--- src/rtl/hog_pkg.sv ---
// hog_pkg: shared FSM type, bank count and beat geometry
// helper for the HOG row unpacker.
package hog_pkg;

  typedef enum logic [1:0] {
    IDLE,
    LOAD,
    DRAIN,
    DONE
  } state_e;

  localparam int HOG_NBANK = 4;

  function automatic int ppb(
    input int axi_dw,
    input int p_width
  );
    return axi_dw / p_width;
  endfunction

endpackage

--- src/rtl/hog_row_unpacker_if.sv ---
// hog_row_unpacker_if: valid/ready beat stream feeding
// the row unpacker.
interface hog_row_unpacker_if #(
  parameter int AXI_DW = 512
);

  logic              s_valid;
  logic              s_ready;
  logic [AXI_DW-1:0] s_data;

  modport master (
    output s_valid,
    output s_data,
    input  s_ready
  );

  modport slave (
    input  s_valid,
    input  s_data,
    output s_ready
  );

endinterface

--- src/rtl/hog_beat_shifter.sv ---
// hog_beat_shifter: holds one beat and presents one pixel
// per cycle, counting down the pixels still to emit.
module hog_beat_shifter
  import hog_pkg::*;
#(
  parameter int AXI_DW  = 512,
  parameter int P_WIDTH = 8,
  localparam int CW     = $clog2(ppb(AXI_DW, P_WIDTH) + 1)
) (
  input  logic               clk,
  input  logic               rst,
  input  logic               load,
  input  logic [AXI_DW-1:0]  load_data,
  input  logic [CW-1:0]      load_n,
  output logic [P_WIDTH-1:0] pix,
  output logic [CW-1:0]      cnt
);

  logic [AXI_DW-1:0] beat_q, beat_d;
  logic [CW-1:0]     cnt_q, cnt_d;

  always_comb begin
    beat_d = beat_q;
    cnt_d  = cnt_q;
    if (load) begin
      beat_d = load_data;
      cnt_d  = load_n;
    end else if (cnt_q != '0) begin
      beat_d = beat_q >> P_WIDTH;
      cnt_d  = cnt_q - CW'(1);
    end
  end

  always_ff @(posedge clk) begin
    if (rst) begin
      beat_q <= '0;
      cnt_q  <= '0;
    end else begin
      beat_q <= beat_d;
      cnt_q  <= cnt_d;
    end
  end

  assign pix = beat_q[P_WIDTH-1:0];
  assign cnt = cnt_q;

endmodule

--- src/rtl/hog_row_unpacker.sv ---
// hog_row_unpacker: serialises stream beats into pixels and
// writes each image row into one of four interleaved banks.
module hog_row_unpacker
  import hog_pkg::*;
#(
  parameter int AXI_DW  = 512,
  parameter int P_WIDTH = 8,
  parameter int RAM_AW  = 17
) (
  input  logic                 aclk,
  input  logic                 arest,
  input  logic                 start,
  input  logic [15:0]          img_w,
  input  logic [15:0]          img_h,
  hog_row_unpacker_if.slave    s,
  output logic [HOG_NBANK-1:0] bank_we,
  output logic [RAM_AW-1:0]    bank_addr,
  output logic [P_WIDTH-1:0]   bank_din,
  output logic [15:0]          row_cnt,
  output logic                 row_done,
  output logic                 busy,
  output logic                 done
);

  localparam int PPB = ppb(AXI_DW, P_WIDTH);
  localparam int CW  = $clog2(PPB + 1);
  localparam logic [15:0] PPB16 = 16'(PPB);

  state_e state_q, state_d;
  logic [15:0] w_q, w_d;
  logic [15:0] h_q, h_d;
  logic [15:0] row_q, row_d;
  logic [15:0] col_q, col_d;
  logic [1:0]  bank_q, bank_d;
  logic [31:0] base_q, base_d;
  logic        eol_q, eol_d;
  logic [HOG_NBANK-1:0] we_q, we_d;
  logic [RAM_AW-1:0]    addr_q, addr_d;
  logic [15:0] rcnt_q, rcnt_d;
  logic        rdone_q, rdone_d;
  logic        busy_q, busy_d;
  logic        done_q, done_d;
  logic        rdy_q, rdy_d;

  logic [15:0]        rem;
  logic [15:0]        n16;
  logic [15:0]        col_nx;
  logic               eol_nx;
  logic               ld;
  logic [CW-1:0]      sh_cnt;
  logic [P_WIDTH-1:0] sh_pix;

  assign rem    = w_q - col_q;
  assign n16    = (rem > PPB16) ? PPB16 : rem;
  assign col_nx = col_q + n16;
  assign eol_nx = (col_nx == w_q);
  assign ld     = (state_q == LOAD) && s.s_valid;

  hog_beat_shifter #(
    .AXI_DW (AXI_DW),
    .P_WIDTH(P_WIDTH)
  ) u_shift (
    .clk      (aclk),
    .rst      (arest),
    .load     (ld),
    .load_data(s.s_data),
    .load_n   (CW'(n16)),
    .pix      (sh_pix),
    .cnt      (sh_cnt)
  );

  always_comb begin
    state_d = state_q;
    w_d     = w_q;
    h_d     = h_q;
    row_d   = row_q;
    col_d   = col_q;
    bank_d  = bank_q;
    base_d  = base_q;
    eol_d   = eol_q;
    we_d    = we_q;
    addr_d  = addr_q;
    rcnt_d  = rcnt_q;
    rdone_d = 1'b0;
    unique case (state_q)
      IDLE: begin
        if (start) begin
          w_d    = img_w;
          h_d    = img_h;
          row_d  = '0;
          col_d  = '0;
          bank_d = '0;
          base_d = '0;
          rcnt_d = '0;
          if (img_w == '0 || img_h == '0)
            state_d = DONE;
          else
            state_d = LOAD;
        end
      end
      LOAD: begin
        if (s.s_valid) begin
          eol_d   = eol_nx;
          col_d   = eol_nx ? 16'd0 : col_nx;
          we_d    = HOG_NBANK'(1) << bank_q;
          addr_d  = RAM_AW'(base_q + {16'd0, col_q});
          rdone_d = eol_nx && (n16 == 16'd1);
          state_d = DRAIN;
        end
      end
      DRAIN: begin
        if (sh_cnt == CW'(1)) begin
          we_d    = '0;
          state_d = LOAD;
          if (eol_q) begin
            row_d  = row_q + 16'd1;
            bank_d = bank_q + 2'd1;
            // bank 3 closes a group of four rows
            if (bank_q == 2'd3)
              base_d = base_q + {16'd0, w_q};
            if (row_q + 16'd1 == h_q)
              state_d = DONE;
          end
        end else begin
          addr_d  = addr_q + RAM_AW'(1);
          rdone_d = eol_q && (sh_cnt == CW'(2));
        end
      end
      DONE: begin
        state_d = IDLE;
      end
    endcase
    if (rdone_d)
      rcnt_d = rcnt_q + 16'd1;
    busy_d = (state_d == LOAD) || (state_d == DRAIN);
    done_d = (state_d == DONE);
    rdy_d  = (state_d == LOAD);
  end

  always_ff @(posedge aclk) begin
    if (arest) begin
      state_q <= IDLE;
      w_q     <= '0;
      h_q     <= '0;
      row_q   <= '0;
      col_q   <= '0;
      bank_q  <= '0;
      base_q  <= '0;
      eol_q   <= 1'b0;
      we_q    <= '0;
      addr_q  <= '0;
      rcnt_q  <= '0;
      rdone_q <= 1'b0;
      busy_q  <= 1'b0;
      done_q  <= 1'b0;
      rdy_q   <= 1'b0;
    end else begin
      state_q <= state_d;
      w_q     <= w_d;
      h_q     <= h_d;
      row_q   <= row_d;
      col_q   <= col_d;
      bank_q  <= bank_d;
      base_q  <= base_d;
      eol_q   <= eol_d;
      we_q    <= we_d;
      addr_q  <= addr_d;
      rcnt_q  <= rcnt_d;
      rdone_q <= rdone_d;
      busy_q  <= busy_d;
      done_q  <= done_d;
      rdy_q   <= rdy_d;
    end
  end

  assign s.s_ready = rdy_q;
  assign bank_we   = we_q;
  assign bank_addr = addr_q;
  assign bank_din  = sh_pix;
  assign row_cnt   = rcnt_q;
  assign row_done  = rdone_q;
  assign busy      = busy_q;
  assign done      = done_q;

endmodule

--- src/flat_wrapper.sv ---
// flat-port wrapper written by rule: the top's interface ports become plain ports
module hog_row_unpacker_flat import hog_pkg::*;
#(
  parameter int AXI_DW  = 512,
  parameter int P_WIDTH = 8,
  parameter int RAM_AW  = 17
)
  (aclk, arest, start, img_w, img_h, bank_we, bank_addr, bank_din, row_cnt, row_done, busy, done, s_s_valid, s_s_data, s_s_ready);
  hog_row_unpacker_if #(.AXI_DW(AXI_DW)) s_i ();
  input  logic aclk;
  input  logic arest;
  input  logic start;
  input  logic [15:0] img_w;
  input  logic [15:0] img_h;
  output logic [HOG_NBANK-1:0] bank_we;
  output logic [RAM_AW-1:0] bank_addr;
  output logic [P_WIDTH-1:0] bank_din;
  output logic [15:0] row_cnt;
  output logic row_done;
  output logic busy;
  output logic done;
  input wire logic [$bits(s_i.s_valid)-1:0] s_s_valid;
  input wire logic [$bits(s_i.s_data)-1:0] s_s_data;
  output wire logic [$bits(s_i.s_ready)-1:0] s_s_ready;
  assign s_i.s_valid = s_s_valid;
  assign s_i.s_data = s_s_data;
  assign s_s_ready = s_i.s_ready;
  hog_row_unpacker #(.AXI_DW(AXI_DW), .P_WIDTH(P_WIDTH), .RAM_AW(RAM_AW)) u_core (.aclk(aclk), .arest(arest), .start(start), .img_w(img_w), .img_h(img_h), .s(s_i), .bank_we(bank_we), .bank_addr(bank_addr), .bank_din(bank_din), .row_cnt(row_cnt), .row_done(row_done), .busy(busy), .done(done));
endmodule
--- config.mk ---
export PLATFORM = sky130hd
export DESIGN_NAME = hog_row_unpacker_flat
export DESIGN_NICKNAME = d
export VERILOG_FILES = /design/src/rtl/hog_pkg.sv /design/src/rtl/hog_row_unpacker_if.sv /design/src/rtl/hog_beat_shifter.sv /design/src/rtl/hog_row_unpacker.sv /design/src/flat_wrapper.sv
export SDC_FILE = /design/constraint.sdc
export NUM_CORES = 2
export LEC_CHECK = 0
export ABC_AREA = 1
export ABC_CLOCK_PERIOD_IN_PS = 4700
export CORE_AREA = 3 3 367 297
export CTS_CLUSTER_SIZE = 28
export DETAILED_ROUTE_END_ITERATION = 10
export DIE_AREA = 0 0 370 300
export SKIP_LAST_GASP = 1
export SLEW_MARGIN = 40
export SYNTH_ARGS = -nofsm -noshare
export SYNTH_HDL_FRONTEND = slang
export SYNTH_SLANG_ARGS = --single-unit
--- constraint.sdc ---
create_clock -name aclk -period 4.7 [get_ports aclk]
set_input_delay 0.94 -clock aclk [delete_from_list [all_inputs] [get_ports aclk]]
set_output_delay 0.94 -clock aclk [all_outputs]
set_load 0.005 [all_outputs]
; ---- After elaboration in Yosys (flattened, before gate mapping)
; Cells that the tools add are included.
[word_totals]
output_inout_bits = 49
ff_bits = 661
[classes]
add_sub_neg = 9
n_shift = 1
reduce_logical = 23
mux = 39
eq_ne = 18
magnitude_cmp = 1
[op_table]
columns = cell, n
row1 = 512-bit two-way mux, 2
row2 = 16-bit two-way mux, 8
row3 = 32-bit two-way mux, 4
row4 = 16-bit one-hot mux with 2 select lines, 2
row5 = 32-bit one-hot mux with 2 select lines, 1
row6 = 17-bit two-way mux, 2
row7 = 17-bit one-hot mux with 2 select lines, 1
row8 = 16-bit by 1-bit adder with 16-bit output (second input constant), 2
row9 = 32-bit by 16-bit adder with 32-bit output, 1
row10 = 16-bit equality test, 2
row11 = 16-bit zero test, 2
row12 = 2-bit two-way mux, 9
row13 = 17-bit by 1-bit adder with 17-bit output (second input constant), 1
row14 = 17-bit by 16-bit adder with 17-bit output, 1
row15 = 16-bit adder, 1
row16 = 16-bit by 1-bit equality test with 1-bit output (second input constant), 1
row17 = 16-bit by 7-bit greater-than comparator with 1-bit output (second input constant), 1
row18 = 16-bit subtractor, 1
row19 = 7-bit two-way mux, 2
row20 = 2-bit nonzero test, 6
row21 = 2-bit equality test (second input constant), 5
row22 = 3-bit AND reduction, 3
row23 = 4-bit two-way mux, 2
row24 = 2-bit one-hot mux with 4 select lines, 1
row25 = 19 further kinds, 30

; ---- Longest topological paths before layout
[logic_depth]
ltp_word = 10
depth_mapped = 39
mapped_depth_nobuf = 39

; ---- By module
; A second synthesis with hierarchy kept.
[unflattened]
hier_cells = 5354
hier_area_um2 = 33753.6
[modules_own_cells]
columns = module, n_inst, cells_each, area_per_inst_um2
row1 = hog_beat_shifter, 1, 3839, 24029.3
row2 = hog_row_unpacker, 1, 1515, 9724.3

; ---- Least setup slack after synthesis
; Ideal clock, no wire load.
[synth_timing]
kind = reg2reg
start = register u_core.w_q[0]
end = register u_core.rcnt_q[10] (netlist: u_core.row_cnt[10])
n_path_buf = 1
synth_period_minus_slack_ps = 4240
path_stages_with_launch = 39
setup_slack_ps = 460
t_arrival_ps = 4171
required_ps = 4631
path_cell_list = dfxtp_1 inv_1 ha_1 inv_1 fa_1 inv_1 nand2_1 nand2_1 nand2_1 nor2_1 nand3_1 nor2_1 nand2_1 nand2_1 nand3_1 nor3_2 nand3_1 inv_1 [... 3 more ...] inv_1 nand3_1 nand2_1 nand3_1 nand4_1 nand2_1 nand2_1 nand2_1 inv_1 nand2_1 nor2_1 nand2_1 nor2_8 nand4_4 nand2_4 buf_12 nand3_2 a21oi_2
[synth_via]
elab_chain_cells = 10
[synth_rtl]
columns = item, line_no
row1 = start: declaration, hog_row_unpacker.sv:30  ; logic [15:0] w_q, w_d;
row2 = start signal: assignment, hog_row_unpacker.sv:159  ; w_q <= w_d;
row3 = 16-bit subtractor, hog_row_unpacker.sv:53  ; assign rem = w_q - col_q;
row4 = 16-bit by 7-bit greater-than comparator with 1-bit output, hog_row_unpacker.sv:54  ; assign n16 = (rem > PPB16) ? PPB16 : rem;
row5 = 16-bit two-way mux, hog_row_unpacker.sv:54
row6 = 16-bit adder, hog_row_unpacker.sv:55  ; assign col_nx = col_q + n16;
row7 = 16-bit equality test, hog_row_unpacker.sv:56  ; assign eol_nx = (col_nx == w_q);
row8 = 1-bit logical AND (*), hog_row_unpacker.sv:107  ; rdone_d = eol_nx && (n16 == 16'd1);
row9 = 1-bit two-way mux (*), hog_row_unpacker.sv:102  ; if (s.s_valid) begin
row10 = 1-bit one-hot mux with 2 select lines (*), hog_row_unpacker.sv:85  ; unique case (state_q)
row11 = 2-bit nonzero test (no source line), n/a
row12 = 2-bit AND reduction (no source line), n/a
row13 = end signal: assignment, hog_row_unpacker.sv:168  ; rcnt_q <= rcnt_d;
row14 = end: declaration, hog_row_unpacker.sv:39  ; logic [15:0] rcnt_q, rcnt_d;
; Every way passes the cells marked *; elsewhere a longest branch is shown, timed or not.
; A chain may end at the register's enable or synchronous reset.

; ---- Worst setup path in the final report
[layout_timing]
start = register u_core.w_q[0]
end = register u_core.rcnt_q[2] (netlist: u_core.row_cnt[2])
; The elaborated chain is that of the path after synthesis.

==> run_results.csv <==
group,metric,value,unit
timing,hold_ws,0.465,ns
power,p_leak,16.6,nW
power,p_per_area,608,nW/um^2
clock_tree,cts.sinks,646,
synth,synth_enable_flop_cells,0,
floorplanning,die_h,300,um
setup_path,slowest_stage,"fa_2",
flow_run,cap_violations,0,
synth,synth.distinct_cells,55,
clock_tree,tritoncts,"yes",
floorplanning,ios,597,
place,dp.cells,6109,
grt,grtUsageTotal,20.8,%
layout,nets,5438,
clock_tree,cts-root-buf,"clkbuf_16",
setup_path,start_kind,"flip-flop",
hold_path,hp-class,"flip-flop to flip-flop",
layout,stdcell_area,43200,um^2
timing,fin_skew,0.0245,ns
setup_path,endpoint_kind,"flip-flop",
floorplanning,start_util,29.9,%
floorplanning,rows,107,
grt,grt_pass1_wl,183000,um
setup_path,worst-path-max-fanout,8,
routing,drt_iter0_markers,2682,
routing,ant_nets,0,
setup_path,crit_family,"simple AND/OR/NAND/NOR gates",
clock_tree,ctsLongestPathBuffers,3,
synth,synthArstFlopShare,0,%
layout,finalNonFillerCells,6296,
synth,synth_area,31600,um^2
setup_path,cp.required,5.17,ns
grt,antenna_found_initial,20,
place,gp_congestion,0.892,
routing,first_pass_iters,8,
setup_path,critical_path_class,"flip-flop to flip-flop",
floorplanning,die_w,370,um
synth,yosys_warnings,0,
synth,netlist_instances,4246,
floorplanning,die_area,111000,um^2
place,hpwl,84800,um
layout,drive_above_1_share,12.3,%
clock_tree,path_clk_slew,0.06,ns
synth,synth-seq-cells,646,
layout,final_common_cell,"nand2_1",
routing,vias,32100,
place,placed_cell_area,39600,um^2
power,vdd_drop_max,0.324,mV
timing,setup_viol,27,
timing,rsz0062_at_grt,"yes",
routing,drt_wl_total,122000,um
place,io_buffers,596,
timing,period_share,107,%
setup_path,crit_buf_inv,5,
clock_tree,numCtsBuffers,73,
timing,final.setup.worst_slack,-0.313,ns
floorplanning,core,106000,um^2
timing,worst_slew_pin_slew,0.857,ns
routing,vias_per_cell,5.10,
setup_path,arrival,5.48,ns
timing,fmax,0.199,GHz
timing,report.final.slew_viol_count,0,
synth,seq_area_frac_synth,40.9,%
setup_path,cpPeakStageDelay,0.54,ns
layout,areaGrowthSynthToFinish,36.9,%
synth,syn-mean-instance-area,7.44,um^2
place,post-place-ws,-0.469,ns
grt,grt_max_degree,184,
grt,globalRouteOverflowTotal,0,
timing,fin_crit,5.01,ns
layout,most-common-layout-cells,"nand2_1, dfxtp_1, clkdlybuf4s50_1",
routing,wl_per_cell,19.3,um
run_status,status,"finished with violations",
timing,hold_viol,0,
routing,drc,0,
grt,grt_pass1_vias,30100,
clock_tree,insertion_delay,0.62,ns
timing,relSlewSlack,42.8,%
clock_tree,htreeDepth,3,
clock_tree,ctsHoldBuffers,0,
synth,synth_ff_type,"dfxtp_1",
run_status,violations,"negative setup slack",
## area by class of cell
type | instances | area [um^2]
fillers | 10800 | 62500
multi-input cells | 3070 | 17200
flip-flops and latches | 646 | 12900
repair buffers | 799 | 7820
clock buffers | 105 | 2170
well taps | 1417 | 1770
inverters | 219 | 866
clock inverters | 29 | 420
diodes | 11 | 27.5
## sequential cells by signal (all words and copies together) (netlist names)
name,cells
u_core.u_shift.beat_q,512
u_core.bank_addr,17
u_core.base_q,17
u_core.col_q,16
u_core.h_q,16
u_core.row_cnt,16
u_core.row_q,16
u_core.w_q,16
u_core.u_shift.cnt,7
u_core.bank_we,4
u_core.bank_q,2
u_core.state_q,2
u_core.busy,1
u_core.done,1
u_core.eol_q,1
u_core.row_done,1
u_core.s.s_ready,1
## timing repair
| item | 4_1_cts | 5_1_grt |
|---|---|---|
| resized for setup | 53 | 97 |
| cloned | 2 | 2 |
| pin swaps | 13 | 36 |
| setup endpoints to repair | 34 | 34 |
| buffers inserted | 26 | 12 |
## metrics by stage
step | util [%] | TNS, ns | power [mW]
after detailed placement | 37.4 | -9.69 | 19.7
after floorplan | - | 0 | 15.6
after global routing | 40.9 | -13.05 | 28.2
final | 40.9 | -5.49 | 26.3
after global placement | 37.4 | -9.94 | 19.6
after CTS | 40.3 | -2.26 | 26.2
## cell families (layout without fill, tap and decap cells)
| logic type | after synthesis | count (layout) | share of synthesized area [%] |
|---|---|---|---|
| other | 1 | 19 | 0.0119 |
| buffers and inverters | 540 | 1152 | 6.61 |
| AND/OR/NAND/NOR | 1806 | 1809 | 23.4 |
| AO/OA/AOI/OAI | 1050 | 1050 | 22.1 |
| adder cells (fa/ha/maj) | 81 | 81 | 3.30 |
| XOR/XNOR | 46 | 46 | 1.28 |
| flip-flops | 646 | 646 | 40.9 |
| multiplexers | 76 | 76 | 2.41 |
## worst paths after layout
check	slack, ns	end	cells after the start	start
max	-0.31	u_core.row_cnt[2]	34	u_core.w_q[0]
min	0.47	u_core.u_shift.beat_q[508]	2	u_core.u_shift.beat_q[508]
max reg2reg	-0.31	u_core.row_cnt[2]	34	u_core.w_q[0]
min reg2reg	0.47	u_core.u_shift.beat_q[508]	2	u_core.u_shift.beat_q[508]
## where the power goes
| part | switching, mW | internal (mW) | total, mW | leakage, nW |
|---|---|---|---|---|
| combinational | 7.56 | 4.40 | 12.0 | 10.1 |
| clock | 2.47 | 3.69 | 6.16 | 1.26 |
| sequential | 0.908 | 7.24 | 8.14 | 5.28 |
## synth_stat cells (14+ instances only)
master | number | area share [%]
a31oi_1 | 121 | 2.4
o21ai_0 | 204 | 3.2
a311oi_1 | 145 | 4.0
xor2_1 | 36 | 1.0
a31o_2 | 114 | 3.2
ha_1 | 77 | 3.0
a21oi_2 | 14 | 0.39
nand2_1 | 1063 | 13
inv_1 | 209 | 2.5
nor2_1 | 437 | 5.2
nand3_1 | 185 | 2.9
mux2i_1 | 76 | 2.4
o32ai_1 | 76 | 2.1
clkbuf_1 | 300 | 3.6
nand4_1 | 38 | 0.75
nor4_1 | 15 | 0.30
nor3_1 | 20 | 0.32
a21oi_1 | 275 | 4.4
o31ai_1 | 69 | 1.6
dfxtp_1 | 646 | 41
## tightest hold or removal path, delay by kind of cell (launching register included)
family | cells | cell delay (ns)
AND/OR/NAND/NOR | 1 | 0.06
flip-flops | 1 | 0.31
AO/OA/AOI/OAI | 1 | 0.05
## metal layers
layer | track usage (%) | vias up | share of wire, %
met4 | 5.19 | 12 | 2.1
met1 | 30.0 | 15200 | 48
li1 | - | 15800 | -
met5 | 0 | - | 0.067
met3 | 3.46 | 153 | 6.0
met2 | 32.1 | 913 | 44
Note: power is estimated with default switching activity, not from simulation.
